File: config.mk
export PLATFORM = sky130hd
export DESIGN_NAME = regfile_dump_reader_flat
export DESIGN_NICKNAME = d
export VERILOG_FILES = /design/src/rtl/regfile_dump_reader_pkg.sv /design/src/rtl/regfile_dump_reader_if.sv /design/src/rtl/regfile_dump_reader_addr_wrap_counter.sv /design/src/rtl/regfile_dump_reader.sv /design/src/flat_wrapper.sv
export SDC_FILE = /design/constraint.sdc
export NUM_CORES = 1
export LEC_CHECK = 0
export BUFFER_PORTS_ARGS = -buffer_cell sky130_fd_sc_hd__buf_2
export CAP_MARGIN = 20
export CORE_ASPECT_RATIO = 1.4
export CORE_UTILIZATION = 52
export DETAILED_ROUTE_END_ITERATION = 8
export PLACE_DENSITY_LB_ADDON = 0.15
export SLEW_MARGIN = 5
export SYNTH_ARGS = -nofsm -noshare
export SYNTH_HDL_FRONTEND = slang
export SYNTH_SLANG_ARGS = --single-unit
File: constraint.sdc
create_clock -name clk -period 2.4 [get_ports clk]
set_input_delay 0 -clock clk [delete_from_list [all_inputs] [get_ports clk]]
set_output_delay 0 -clock clk [all_outputs]
set_load 0.005 [all_outputs]
File: src/rtl/regfile_dump_reader_pkg.sv
// rtl/regfile_dump_reader_pkg.sv - shared state encodings and register-file geometry
package regfile_dump_reader_pkg;

    localparam int DEF_DATA_W   = 8;
    localparam int DEF_ADDR_W   = 3;
    localparam int DEF_NUM_REGS = 1 << DEF_ADDR_W;

    localparam logic [1:0] ST_IDLE = 2'd0;
    localparam logic [1:0] ST_READ = 2'd1;
    localparam logic [1:0] ST_SEND = 2'd2;
    localparam logic [1:0] ST_DONE = 2'd3;

    typedef enum logic [1:0] {
        S_IDLE = ST_IDLE,
        S_READ = ST_READ,
        S_SEND = ST_SEND,
        S_DONE = ST_DONE
    } state_t;

endpackage

File: src/rtl/regfile_dump_reader_if.sv
// rtl/regfile_dump_reader_if.sv - output word stream carrying register value and address
interface regfile_dump_reader_if #(
    parameter int DATA_W = 8,
    parameter int ADDR_W = 3
);
    logic              m_valid;
    logic              m_ready;
    logic [DATA_W-1:0] m_data;
    logic [ADDR_W-1:0] m_addr;
    logic              m_last;

    modport master (output m_valid, output m_data, output m_addr, output m_last, input m_ready);
    modport slave  (input m_valid, input m_data, input m_addr, input m_last, output m_ready);
endinterface

File: src/rtl/regfile_dump_reader_addr_wrap_counter.sv
// rtl/regfile_dump_reader_addr_wrap_counter.sv - loadable address up-counter wrapping modulo NUM_REGS
module addr_wrap_counter #(
    parameter int ADDR_W   = 3,
    parameter int NUM_REGS = 8
) (
    input  logic              clk,
    input  logic              reset,
    input  logic              load,
    input  logic              en,
    input  logic [ADDR_W-1:0] load_val,
    output logic [ADDR_W-1:0] cnt
);
    localparam logic [ADDR_W-1:0] TOP = ADDR_W'(NUM_REGS - 1);
    localparam logic [ADDR_W-1:0] ONE = ADDR_W'(1);

    logic [ADDR_W-1:0] cnt_q, cnt_d;

    always_comb begin
        cnt_d = cnt_q;
        if (load) begin
            cnt_d = load_val;
        end else if (en) begin
            cnt_d = (cnt_q == TOP) ? '0 : cnt_q + ONE;
        end
    end

    always_ff @(posedge clk) begin
        if (reset) begin
            cnt_q <= '0;
        end else begin
            cnt_q <= cnt_d;
        end
    end

    assign cnt = cnt_q;
endmodule

File: src/rtl/regfile_dump_reader.sv
// rtl/regfile_dump_reader.sv - streams a wrapping range of register-file words with their addresses
module regfile_dump_reader
    import regfile_dump_reader_pkg::*;
#(
    parameter int DATA_W   = DEF_DATA_W,
    parameter int ADDR_W   = DEF_ADDR_W,
    parameter int NUM_REGS = DEF_NUM_REGS
) (
    input  logic                   clk,
    input  logic                   reset,
    input  logic                   start,
    input  logic [ADDR_W-1:0]      first_addr,
    input  logic [ADDR_W:0]        count,
    output logic                   busy,
    output logic [ADDR_W-1:0]      rd_addr,
    input  logic [DATA_W-1:0]      rd_data,
    regfile_dump_reader_if.master  m,
    output logic                   done
);
    localparam logic [ADDR_W:0] MAX_CNT = (ADDR_W+1)'(NUM_REGS);
    localparam logic [ADDR_W:0] ONE     = (ADDR_W+1)'(1);

    state_t              state_q, state_d;
    logic [ADDR_W:0]     remaining_q, remaining_d;
    logic [DATA_W-1:0]   m_data_q, m_data_d;
    logic [ADDR_W-1:0]   m_addr_q, m_addr_d;
    logic                m_last_q, m_last_d;
    logic                addr_load, addr_en;
    logic [ADDR_W-1:0]   cur_addr;

    addr_wrap_counter #(
        .ADDR_W   (ADDR_W),
        .NUM_REGS (NUM_REGS)
    ) u_addr (
        .clk      (clk),
        .reset    (reset),
        .load     (addr_load),
        .en       (addr_en),
        .load_val (first_addr),
        .cnt      (cur_addr)
    );

    always_comb begin
        state_d     = state_q;
        remaining_d = remaining_q;
        m_data_d    = m_data_q;
        m_addr_d    = m_addr_q;
        m_last_d    = m_last_q;
        addr_load   = 1'b0;
        addr_en     = 1'b0;
        unique case (state_q)
            S_IDLE: begin
                if (start) begin
                    if (count == '0) begin
                        state_d = S_DONE;
                    end else begin
                        // Saturate so no register is read twice in one dump.
                        addr_load   = 1'b1;
                        remaining_d = (count > MAX_CNT) ? MAX_CNT : count;
                        state_d     = S_READ;
                    end
                end
            end
            S_READ: begin
                m_data_d = rd_data;
                m_addr_d = cur_addr;
                m_last_d = (remaining_q == ONE);
                state_d  = S_SEND;
            end
            S_SEND: begin
                if (m.m_ready) begin
                    if (remaining_q == ONE) begin
                        state_d = S_DONE;
                    end else begin
                        addr_en     = 1'b1;
                        remaining_d = remaining_q - ONE;
                        state_d     = S_READ;
                    end
                end
            end
            S_DONE: begin
                state_d = S_IDLE;
            end
            default: begin
                state_d = S_IDLE;
            end
        endcase
    end

    always_ff @(posedge clk) begin
        if (reset) begin
            state_q     <= S_IDLE;
            remaining_q <= '0;
            m_data_q    <= '0;
            m_addr_q    <= '0;
            m_last_q    <= 1'b0;
        end else begin
            state_q     <= state_d;
            remaining_q <= remaining_d;
            m_data_q    <= m_data_d;
            m_addr_q    <= m_addr_d;
            m_last_q    <= m_last_d;
        end
    end

    assign busy      = (state_q != S_IDLE);
    assign done      = (state_q == S_DONE);
    assign rd_addr   = cur_addr;
    assign m.m_valid = (state_q == S_SEND);
    assign m.m_data  = m_data_q;
    assign m.m_addr  = m_addr_q;
    assign m.m_last  = m_last_q;
endmodule

File: src/flat_wrapper.sv
// flat-port wrapper written by rule: the top's interface ports become plain ports
module regfile_dump_reader_flat import regfile_dump_reader_pkg::*;
#(
    parameter int DATA_W   = DEF_DATA_W,
    parameter int ADDR_W   = DEF_ADDR_W,
    parameter int NUM_REGS = DEF_NUM_REGS
)
  (clk, reset, start, first_addr, count, busy, rd_addr, rd_data, done, m_m_valid, m_m_data, m_m_addr, m_m_last, m_m_ready);
  regfile_dump_reader_if #(.DATA_W(DATA_W), .ADDR_W(ADDR_W)) m_i ();
  input  logic clk;
  input  logic reset;
  input  logic start;
  input  logic [ADDR_W-1:0] first_addr;
  input  logic [ADDR_W:0] count;
  output logic busy;
  output logic [ADDR_W-1:0] rd_addr;
  input  logic [DATA_W-1:0] rd_data;
  output logic done;
  output wire logic [$bits(m_i.m_valid)-1:0] m_m_valid;
  output wire logic [$bits(m_i.m_data)-1:0] m_m_data;
  output wire logic [$bits(m_i.m_addr)-1:0] m_m_addr;
  output wire logic [$bits(m_i.m_last)-1:0] m_m_last;
  input wire logic [$bits(m_i.m_ready)-1:0] m_m_ready;
  assign m_m_valid = m_i.m_valid;
  assign m_m_data = m_i.m_data;
  assign m_m_addr = m_i.m_addr;
  assign m_m_last = m_i.m_last;
  assign m_i.m_ready = m_m_ready;
  regfile_dump_reader #(.DATA_W(DATA_W), .ADDR_W(ADDR_W), .NUM_REGS(NUM_REGS)) u_core (.clk(clk), .reset(reset), .start(start), .first_addr(first_addr), .count(count), .busy(busy), .rd_addr(rd_addr), .rd_data(rd_data), .m(m_i), .done(done));
endmodule
==> summary.md, run 1 <==
| Metric | Value |
|---|---|
| Outcome | `finished, final reports clean` |
| Pre-CTS setup slack | `0.734 ns` |
| Clk_skew | `0.0125 ns` |
| Crit path time final | `1.69 ns` |
| Yosys warns | `0` |
| Remaining antenna violation count after routing | `0` |
| Critical path startpoint | `u_core.remaining_q[1]$_SDFFE_PP0P_` |
| Pins Over Slew Limit | `0` |
| Critical Path Stages | `6` |
| Critical Path Fanout Max | `5` |
| Clk sink count | `21` |
| Die area | `0.00221 mm^2` |
| Gpl congestion | `0.752` |
| Via density | `5.28` |
| CP top delay family | `simple AND/OR/NAND/NOR gates` |
| Hold WC Path Type | `input port to flop` |
| Worst-skew pair later-pin latency | `0.29 ns` |
| Syn-to-layout area delta | `27.9%` |
| DR pass1 iterations | `4` |
| Cell count of the worst reg-to-reg path | `6` |
| Remaining global-route overflow | `0` |
| Setup Total Neg Slack | `0 ns` |
| Initial antenna violation count | `0` |
| Post-Route WL | `2260 um` |
| Iteration-0 DRC Markers | `6` |
| Routed length per placed instance | `12.2 um` |
| Largest net degree at the start of global routing | `22` |
| Via count | `983` |
| Synth Instances | `123` |
| First-pass GRT wire length | `3550 um` |
| Peak supply drop | `0.439 mV` |
| PnR worst setup slack | `0.707 ns` |
| Max-cap violations | `0` |
| Part of the cycle the worst path needs | `70.6%` |
| CP Capture Point | `u_core.u_addr.cnt[0]$_SDFFE_PP0P_` |
| Nets | `190` |
| Post-synth ARST share | `0%` |
| CTS Root Buffer Type | `clkbuf_4` |
| I/O pin cnt | `37` |
| Worst-margin pin slew | `0.416 ns` |
| Worst slew margin | `72.2%` |
| Critical path class | `flop to flop` |
| Worst setup EP type | `flop` |
| RSZ-0062 raised after global routing | `no` |
| Worst R2R End | `u_core.u_addr.cnt[0]$_SDFFE_PP0P_` |
| Sequential share of the synthesized area | `40.0%` |
| Die Wd | `40.0 um` |
| CP Buf/Inv Count | `1` |
| Slowest cell on the critical path | `dfxtp_1` |
| Post-Syn Area | `0.00105 mm^2` |
| Die Ht | `55.2 um` |
| GRT Overall Usage | `23.0%` |
| Leak Pwr | `0.613 nW` |
| CTS tree | `done` |
| Ys flop type | `dfxtp_1` |
| Port Buf Inserts | `36` |
| CP peak stage delay | `0.36 ns` |
| Number of CTS-inserted buffers | `3` |
| Share of layout cells above drive strength 1 | `27.7%` |
| Diode count | `0` |
| Std-Cell Core Area | `0.00182 mm^2` |
| Max Fclk | `591 MHz` |
| EDFF count, synth | `0` |
| Pwr dens | `536 mW/mm^2` |
| Initial Utilization | `57.5%` |
| Dpl hpwl | `1650 um` |
| Crit path arrival time | `1.91 ns` |
| Netlist cell types | `34` |
| DRC viols | `0` |
| Clock Tree Buf Depth | `2` |
| Syn Area/Cell | `8.53 um^2` |
| R2R Path Start | `u_core.remaining_q[1]$_SDFFE_PP0P_` |
| Clock slew at reported path FFs | `0.12 ns` |
| Final hold violation count | `0` |
| Setup violations, final | `0` |
| Vias in the first global route | `907` |
| Critical-path cell list | `inv_1, ha_1, nor3b_2, or2_1, or3_1, a311oi_1` |
| Yosys reg bits | `21` |
| Row cnt | `18` |
| CP Launch Type | `flop` |
| Required @ worst endpoint | `2.62 ns` |
| Max H-tree Level | `1` |
| Flop2flop setup slack | `0.71 ns` |
| Synth Net Count | `146` |
==> registers in the layout (all words and copies together) (netlist names) <==
register and count:
u_core.state_q 2, u_core.m.m_last 1, u_core.m.m_data 8, u_core.remaining_q 4, u_core.u_addr.cnt 3, u_core.m.m_addr 3
==> cells by family after synthesis <==
group	share of synthesized area [%]
and+or+nand+nor	28.7
AOI/OAI and AO/OA	18.5
DFF	40.0
buffers and inverters	5.12
adders and majority gates	4.77
muxes	2.86
==> per-layer routing <==
layer	global-route usage, %	routed length (um)	part of all wire [%]
met1	21.5	885	39
met2	47.8	1270	56
met3	2.40	93	4.1
met4	6.90	15	0.66
met5	0	0	0
==> worst min path at each step <==
stage                        from                           endpoint  depth (start not counted)
floorplan                   reset     u_core.state_q[1]$_SDFFE_PP0P_                          1
detailed placement     rd_data[6]    u_core.m.m_data[6]$_SDFFE_PP0P_                          3
global placement       rd_data[1]    u_core.m.m_data[1]$_SDFFE_PP0P_                          3
CTS                 first_addr[1]  u_core.u_addr.cnt[1]$_SDFFE_PP0P_                          3
global route                start     u_core.state_q[0]$_SDFFE_PP0P_                          3
finish              first_addr[1]  u_core.u_addr.cnt[1]$_SDFFE_PP0P_                          3
==> through the flow <==
stage / cell area (um^2) / power (W) / utilization (%) / cells / hold WS, ns
5_1_grt: 1340 / 0.000764 / 73.6 / 186 / 0.0358
3_3_place_gp: 1220 / 0.000547 / 66.7 / 172 / 0.240
2_1_floorplan: 1050 / 0.000502 / - / 123 / 0.0716
3_5_place_dp: 1220 / 0.000553 / 66.7 / 172 / 0.252
4_1_cts: 1340 / 0.000727 / 73.6 / 186 / 0.0287
6_report: 1340 / 0.000720 / 73.6 / 186 / 0.0361
==> cell type report <==
type | count | area (um^2)
Sequential cell | 21 | 420
Inverter | 4 | 15.0
Clock buffer | 4 | 26.3
Timing Repair Buffer | 46 | 280
Multi-Input combinational cell | 91 | 576
Fill cell | 153 | 482
Tap cell | 20 | 25.0
==> cell usage in the layout, fill, tap and decap left out, types with 4 or more instances in the layout <==
master	n
dlygate4sd3_1	10
nor3b_1	4
inv_1	4
a21oi_1	16
nor2_1	6
o21ai_0	5
dfxtp_1	21
nand2_1	26
buf_2	36
ha_1	4
==> worst reg2reg max path, delay by kind of cell, from the launching register on <==
kind,cells,cell delay (ns)
AO/OA/AOI/OAI,1,0.23
adder cells (fa/ha/maj),1,0.17
buffers and inverters,1,0.08
flip-flops,1,0.36
AND/OR/NAND/NOR,3,0.77
==> synth_stat cells, types with 3 or more instances <==
cell,count,area [um^2]
nor3_1,3,15.0
clkbuf_1,4,15.0
a21oi_1,16,80.1
mux2i_1,3,30.0
nand2_1,26,97.6
a211oi_1,3,22.5
nor2b_1,3,18.8
nor2_1,6,22.5
o21ai_0,5,25.0
inv_1,4,15.0
dfxtp_1,21,420
nor3b_1,4,30.0
ha_1,4,50.1
==> power by group <==
group	switching (W)	internal, W
combinational	0.0000810	0.0000825
sequential	0.0000215	0.000372
clock	0.0000977	0.0000645
total	0.000200	0.000519
==> repair_timing <==
| action | 4_1_cts | 5_1_grt |
|---|---|---|
| gates resized for setup | 0 | 0 |
| buffers inserted | 0 | 0 |
| endpoints found under the hold margin | 10 | 0 |
| hold buffers | 10 | 0 |
No activity file was read; power rests on OpenSTA's default activity.
==> run 2: changes to the inputs <==
--- a/config.mk
+++ b/config.mk
@@ -8,7 +8,7 @@
 export BUFFER_PORTS_ARGS = -buffer_cell sky130_fd_sc_hd__buf_2
 export CAP_MARGIN = 20
 export CORE_ASPECT_RATIO = 1.4
-export CORE_UTILIZATION = 52
+export CORE_UTILIZATION = 43
 export DETAILED_ROUTE_END_ITERATION = 8
 export PLACE_DENSITY_LB_ADDON = 0.15
 export SLEW_MARGIN = 5
==> constraint.sdc (replaced) <==
create_clock -name clk -period 1.4 [get_ports clk]
set_input_delay 0 -clock clk [delete_from_list [all_inputs] [get_ports clk]]
set_output_delay 0 -clock clk [all_outputs]
set_load 0.005 [all_outputs]
==> run 2 against run 1 <==
Against the previous run:
- the run now ends with DRC, setup timing left
- setup slack worse by 0.78 ns
- non-clock buffer count increased by 17
- cell area grew 14%
- sequential power up 70%
- worst hold slack worse by 0.013 ns
- final cell count is 10% higher
- first-iteration DRC count up 67%
- critical endpoint unchanged
- largest power group unchanged
==> summary.md, run 2 (synthesis gave the netlist of run 1 again) <==
| Metric | Value |
|---|---|
| CTS Root Buffer Type | `clkbuf_4` |
| Routed length per placed instance | `12.7 um` |
| Worst R2R End | `u_core.u_addr.cnt[0]$_SDFFE_PP0P_` |
| Port Buf Inserts | `36` |
| Initial antenna violation count | `0` |
| Flop2flop setup slack | `-0.07 ns` |
| RSZ-0062 raised after global routing | `yes` |
| Diode count | `0` |
| Clk sink count | `21` |
| Largest net degree at the start of global routing | `22` |
| Most frequent cells in the layout | `36 x buf_2, 26 x nand2_1, 17 x dfxtp_1` |
| Cell count of the worst reg-to-reg path | `6` |
| Pins Over Slew Limit | `0` |
| Row cnt | `20` |
| Clk_skew | `0.000923 ns` |
| Pwr dens | `872 mW/mm^2` |
| Post-Route WL | `2600 um` |
| Die Wd | `43.8 um` |
| Die area | `0.00265 mm^2` |
| DR pass1 iterations | `6` |
| Required @ worst endpoint | `1.62 ns` |
| Hold slack | `0.0235 ns` |
| Post-CTS setup buffer count | `0` |
| Crit path time final | `1.47 ns` |
| Placed inst area | `0.00135 mm^2` |
| DRC viols | `3` |
| Via count | `1047` |
| Remaining antenna violation count after routing | `0` |
| Remaining global-route overflow | `0` |
| Worst-margin pin slew | `0.419 ns` |
| Initial Utilization | `47.1%` |
| Critical path startpoint | `u_core.remaining_q[1]$_SDFFE_PP0P_` |
| GRT Overall Usage | `19.8%` |
| Part of the cycle the worst path needs | `105%` |
| Syn-to-layout area delta | `46.1%` |
| Number of CTS-inserted buffers | `3` |
| Die Ht | `60.5 um` |
| I/O pin cnt | `37` |
| PnR worst setup slack | `-0.0732 ns` |
| Max Fclk | `679 MHz` |
| Gpl congestion | `0.798` |
| Vias in the first global route | `959` |
| Worst-skew pair later-pin latency | `0.30 ns` |
| Worst slew margin | `72.1%` |
| Outcome | `finished, violations left` |
| Critical Path Fanout Max | `2` |
| Fin cells | `205` |
| Failing checks | `DRC, setup timing` |
| Crit path arrival time | `1.70 ns` |
| Setup Total Neg Slack | `-0.183 ns` |
| Setup violations, final | `4` |
| Share of layout cells above drive strength 1 | `41.5%` |
| Final hold violation count | `0` |
| Via density | `5.11` |
| Hold WC Path Type | `input port to flop` |
| Peak supply drop | `0.598 mV` |
| Nets | `207` |
| CP Capture Point | `u_core.u_addr.cnt[0]$_SDFFE_PP0P_` |
| Max-cap violations | `0` |
| CTS tree | `done` |
| Worst setup EP type | `flop` |
| Clock slew at reported path FFs | `0.11 ns` |
| Max FFs per register | `8` |
| Commonest non-fill, non-tap cell in the layout | `buf_2` |
| Post-layout util | `68.9%` |
| Clock Tree Buf Depth | `2` |
| Std-Cell Core Area | `0.00223 mm^2` |
| Dpl hpwl | `1890 um` |
| R2R Path Start | `u_core.remaining_q[1]$_SDFFE_PP0P_` |
| Leak Pwr | `0.711 nW` |
| First-pass GRT wire length | `3900 um` |
| Max H-tree Level | `1` |
| Dpl cells | `191` |
| CP Launch Type | `flop` |
| Iteration-0 DRC Markers | `10` |
| Post-route cell area | `0.00153 mm^2` |
| Critical path class | `flop to flop` |
run 2: changes by cell type in the layout (fill, tap and decap cells not counted), moves of 2 or more:
cell / change
nor3b_1: -2
dfxtp_1: -4
buf_4: +16
o21ai_1: +4
dfxtp_2: +4
o21ai_0: -4
run 2: worst min path at each step:
stage | start | end | slack, ns | cells past startpoint
2_1_floorplan | reset | u_core.state_q[1]$_SDFFE_PP0P_ | 0.07 | 1
3_5_place_dp | rd_data[5] | u_core.m.m_data[5]$_SDFFE_PP0P_ | 0.25 | 3
3_3_place_gp | rd_data[0] | u_core.m.m_data[0]$_SDFFE_PP0P_ | 0.24 | 3
4_1_cts | start | u_core.state_q[0]$_SDFFE_PP0P_ | 0.02 | 3
6_report | start | u_core.state_q[0]$_SDFFE_PP0P_ | 0.02 | 3
5_1_grt | start | u_core.state_q[0]$_SDFFE_PP0P_ | 0.02 | 3
run 2: cell type report:
class	instances	area [um^2]
Multi-Input combinational cell	91	628
Tap cell	22	27.5
Clock buffer	4	26.3
Timing Repair Buffer	63	412
Sequential cell	21	425
Inverter	4	15.0
Fill cell	188	693
run 2: through the flow:
stage	total power (W)	worst slack [ns]
CTS	0.00133	-0.117
detailed placement	0.00102	-0.145
global route	0.00141	-0.165
floorplan	0.000869	-0.134
finish	0.00134	-0.0732
global placement	0.00100	-0.0811
run 2: timing repair:
item,4_1_cts,5_1_grt
endpoints found under the hold margin,10,0
endpoints found under the setup margin,7,8
hold buffers,10,0
gates cloned,0,0
resized for setup,9,8
pin swaps,7,3
run 2: metal layers:
metal,up-vias,track usage [%],part of all wire (%)
met5,-,0,0
met4,0,7.59,1.2
met3,5,2.38,3.8
met2,30,39.9,56
met1,470,20.0,39
li1,542,-,-
run 2: critical path: stages (launching register included):
cell and delay (ns):
dfxtp_2 0.35, inv_2 0.05, ha_4 0.14, nor3b_4 0.14
or2_1 0.22, or3_1 0.31, a311oi_1 0.20
run 2: power breakdown:
group / switching, W / internal, W / total, W
Combinational: 0.000176 / 0.000205 / 0.000381
Sequential: 0.0000300 / 0.000640 / 0.000670
Clock: 0.000175 / 0.000111 / 0.000286
Total: 0.000381 / 0.000957 / 0.00134
==> run 3: changes to the inputs <==
--- a/config.mk
+++ b/config.mk
@@ -11,6 +11,7 @@
 export CORE_UTILIZATION = 43
 export DETAILED_ROUTE_END_ITERATION = 8
 export PLACE_DENSITY_LB_ADDON = 0.15
+export SKIP_LAST_GASP = 1
 export SLEW_MARGIN = 5
 export SYNTH_ARGS = -nofsm -noshare
 export SYNTH_HDL_FRONTEND = slang
==> run 3 against run 2 <==
Against the previous run:
- the flow still finishes with violations (DRC, setup timing)
- first-iteration DRC count up 30%
- core utilization down 0.56 points
- via count about the same
- global-route usage down 0.062 points
- total power down 0.88%
- fmax down 2.6%
- count of clock-buffer cells in the layout unchanged
- final cell count unchanged
- die area unchanged
- combinational power down 3%
- register-to-register slack worse by 0.04 ns
- critical path type unchanged
- largest power group unchanged
==> summary.md, run 3 (synthesis gave the netlist of run 1 again) <==
| Metric | Value |
|---|---|
| Peak supply drop | `0.596 mV` |
| Initial antenna violation count | `0` |
| Via density | `5.10` |
| Worst slew margin | `73.1%` |
| Most frequent cells in the layout | `36 x buf_2, 26 x nand2_1, 17 x dfxtp_1` |
| Part of the cycle the worst path needs | `108%` |
| Max FFs per register | `8` |
| Die Ht | `60.5 um` |
| Crit path time final | `1.51 ns` |
| Final hold violation count | `0` |
| Worst setup EP type | `flop` |
| GRT Overall Usage | `19.7%` |
| Crit path arrival time | `1.73 ns` |
| CP Launch Type | `flop` |
| Placed inst area | `0.00135 mm^2` |
| Iteration-0 DRC Markers | `13` |
| Post-CTS setup buffer count | `0` |
| Max-cap violations | `0` |
| Leak Pwr | `0.707 nW` |
| Critical Path Fanout Max | `5` |
| Vias in the first global route | `959` |
| Syn-to-layout area delta | `44.9%` |
| CP peak stage delay | `0.43 ns` |
| Critical-path cell list | `or3b_4, or2_1, mux2i_1, a211oi_1` |
| Setup violations, final | `4` |
| Required @ worst endpoint | `1.62 ns` |
| Multi-input logic area | `616 um^2` |
| Failing checks | `DRC, setup timing` |
| Pins Over Slew Limit | `0` |
| Clk_skew | `0.00130 ns` |
| Pwr dens | `872 mW/mm^2` |
| R2R Path Start | `u_core.state_q[1]$_SDFFE_PP0P_` |
| Worst-skew pair later-pin latency | `0.30 ns` |
| Remaining antenna violation count after routing | `0` |
| Post-Route WL | `2560 um` |
| PnR worst setup slack | `-0.112 ns` |
| Fill cells | `188` |
| Clk sink count | `21` |
| Largest net degree at the start of global routing | `22` |
| Register area | `425 um^2` |
| I/O pin cnt | `37` |
| Hold path startpoint | `start` |
| Gpl congestion | `0.798` |
| Critical path startpoint | `u_core.state_q[1]$_SDFFE_PP0P_` |
| Clock Tree Buf Depth | `2` |
| Outcome | `finished, violations left` |
| Row cnt | `20` |
| Fin cells | `205` |
| Worst-margin pin slew | `0.403 ns` |
| Slowest cell on the critical path | `or3b_4` |
| Initial Utilization | `47.1%` |
| Max H-tree Level | `1` |
| Hold WC Path Type | `input port to flop` |
| Commonest non-fill, non-tap cell in the layout | `buf_2` |
| Hold slack | `0.0248 ns` |
| RSZ-0062 raised after global routing | `yes` |
| Post-route cell area | `0.00152 mm^2` |
| CTS Root Buffer Type | `clkbuf_4` |
| Dpl cells | `191` |
| Dpl hpwl | `1890 um` |
| Die area | `0.00265 mm^2` |
| Clock slew at reported path FFs | `0.11 ns` |
| Routed length per placed instance | `12.5 um` |
| DR pass1 iterations | `6` |
| CTS tree | `done` |
| Share of layout cells above drive strength 1 | `39.9%` |
| Setup Total Neg Slack | `-0.284 ns` |
| DRC viols | `3` |
| Via count | `1046` |
| Number of CTS-inserted buffers | `3` |
| Std-Cell Core Area | `0.00223 mm^2` |
| Remaining global-route overflow | `0` |
| Diode count | `0` |
| Critical path class | `flop to flop` |
| Nets | `207` |
| First-pass GRT wire length | `3880 um` |
| Pre-CTS setup slack | `-0.145 ns` |
| Die Wd | `43.8 um` |
| Port Buf Inserts | `36` |
| Max Fclk | `661 MHz` |
run 3: layer usage:
layer	up-vias	global-route usage, %	wire (um)
li1	541	-	-
met1	470	19.9	1000
met2	30	39.9	1420
met3	5	2.38	97
met4	0	7.59	32
met5	-	0	0
run 3: critical path, delay by kind of cell, from the launching register on:
family           cells  cell delay [ns]
flip-flops           1             0.35
multiplexers         1             0.15
AO/OA/AOI/OAI        1             0.21
AND/OR/NAND/NOR      2             0.73
run 3: layout make-up:
| class | instances | area share [%] |
|---|---|---|
| inverters | 4 | 0.987 |
| multi-input cells | 91 | 40.5 |
| well taps | 22 | 1.81 |
| flip-flops and latches | 21 | 28.0 |
| repair buffers | 63 | 27.1 |
| clock buffers | 4 | 1.73 |
run 3: per-stage QoR:
| stage | power (W) | utilization, % |
|---|---|---|
| finish | 0.00133 | 68.3 |
| global route | 0.00140 | 68.3 |
| CTS | 0.00133 | 67.4 |
| detailed placement | 0.00102 | 60.8 |
| global placement | 0.00100 | 60.8 |
| floorplan | 0.000869 | - |
run 3: power by group:
group,internal [W],switching [W],total [W]
Sequential,0.000640,0.0000300,0.000670
Clock,0.000111,0.000173,0.000284
Combinational,0.000200,0.000171,0.000371
Total,0.000952,0.000375,0.00133
run 3: path summary, 6_finish.rpt:
| kind | to | slack, ns | cells after the start |
|---|---|---|---|
| setup / recovery | u_core.u_addr.cnt[1]$_SDFFE_PP0P_ | -0.11 | 4 |
| setup reg to reg | u_core.u_addr.cnt[1]$_SDFFE_PP0P_ | -0.11 | 4 |
| hold / removal | u_core.state_q[0]$_SDFFE_PP0P_ | 0.02 | 3 |
| hold reg to reg | u_core.m.m_data[5]$_SDFFE_PP0P_ | 0.46 | 2 |
run 3: what timing repair did:
action | in CTS | in global routing
hold endpoints to repair | 10 | 0
gates cloned | 0 | 0
hold buffers | 10 | 0
pin swaps | 7 | 2
setup endpoints to repair | 7 | 8
resized for setup | 8 | 6
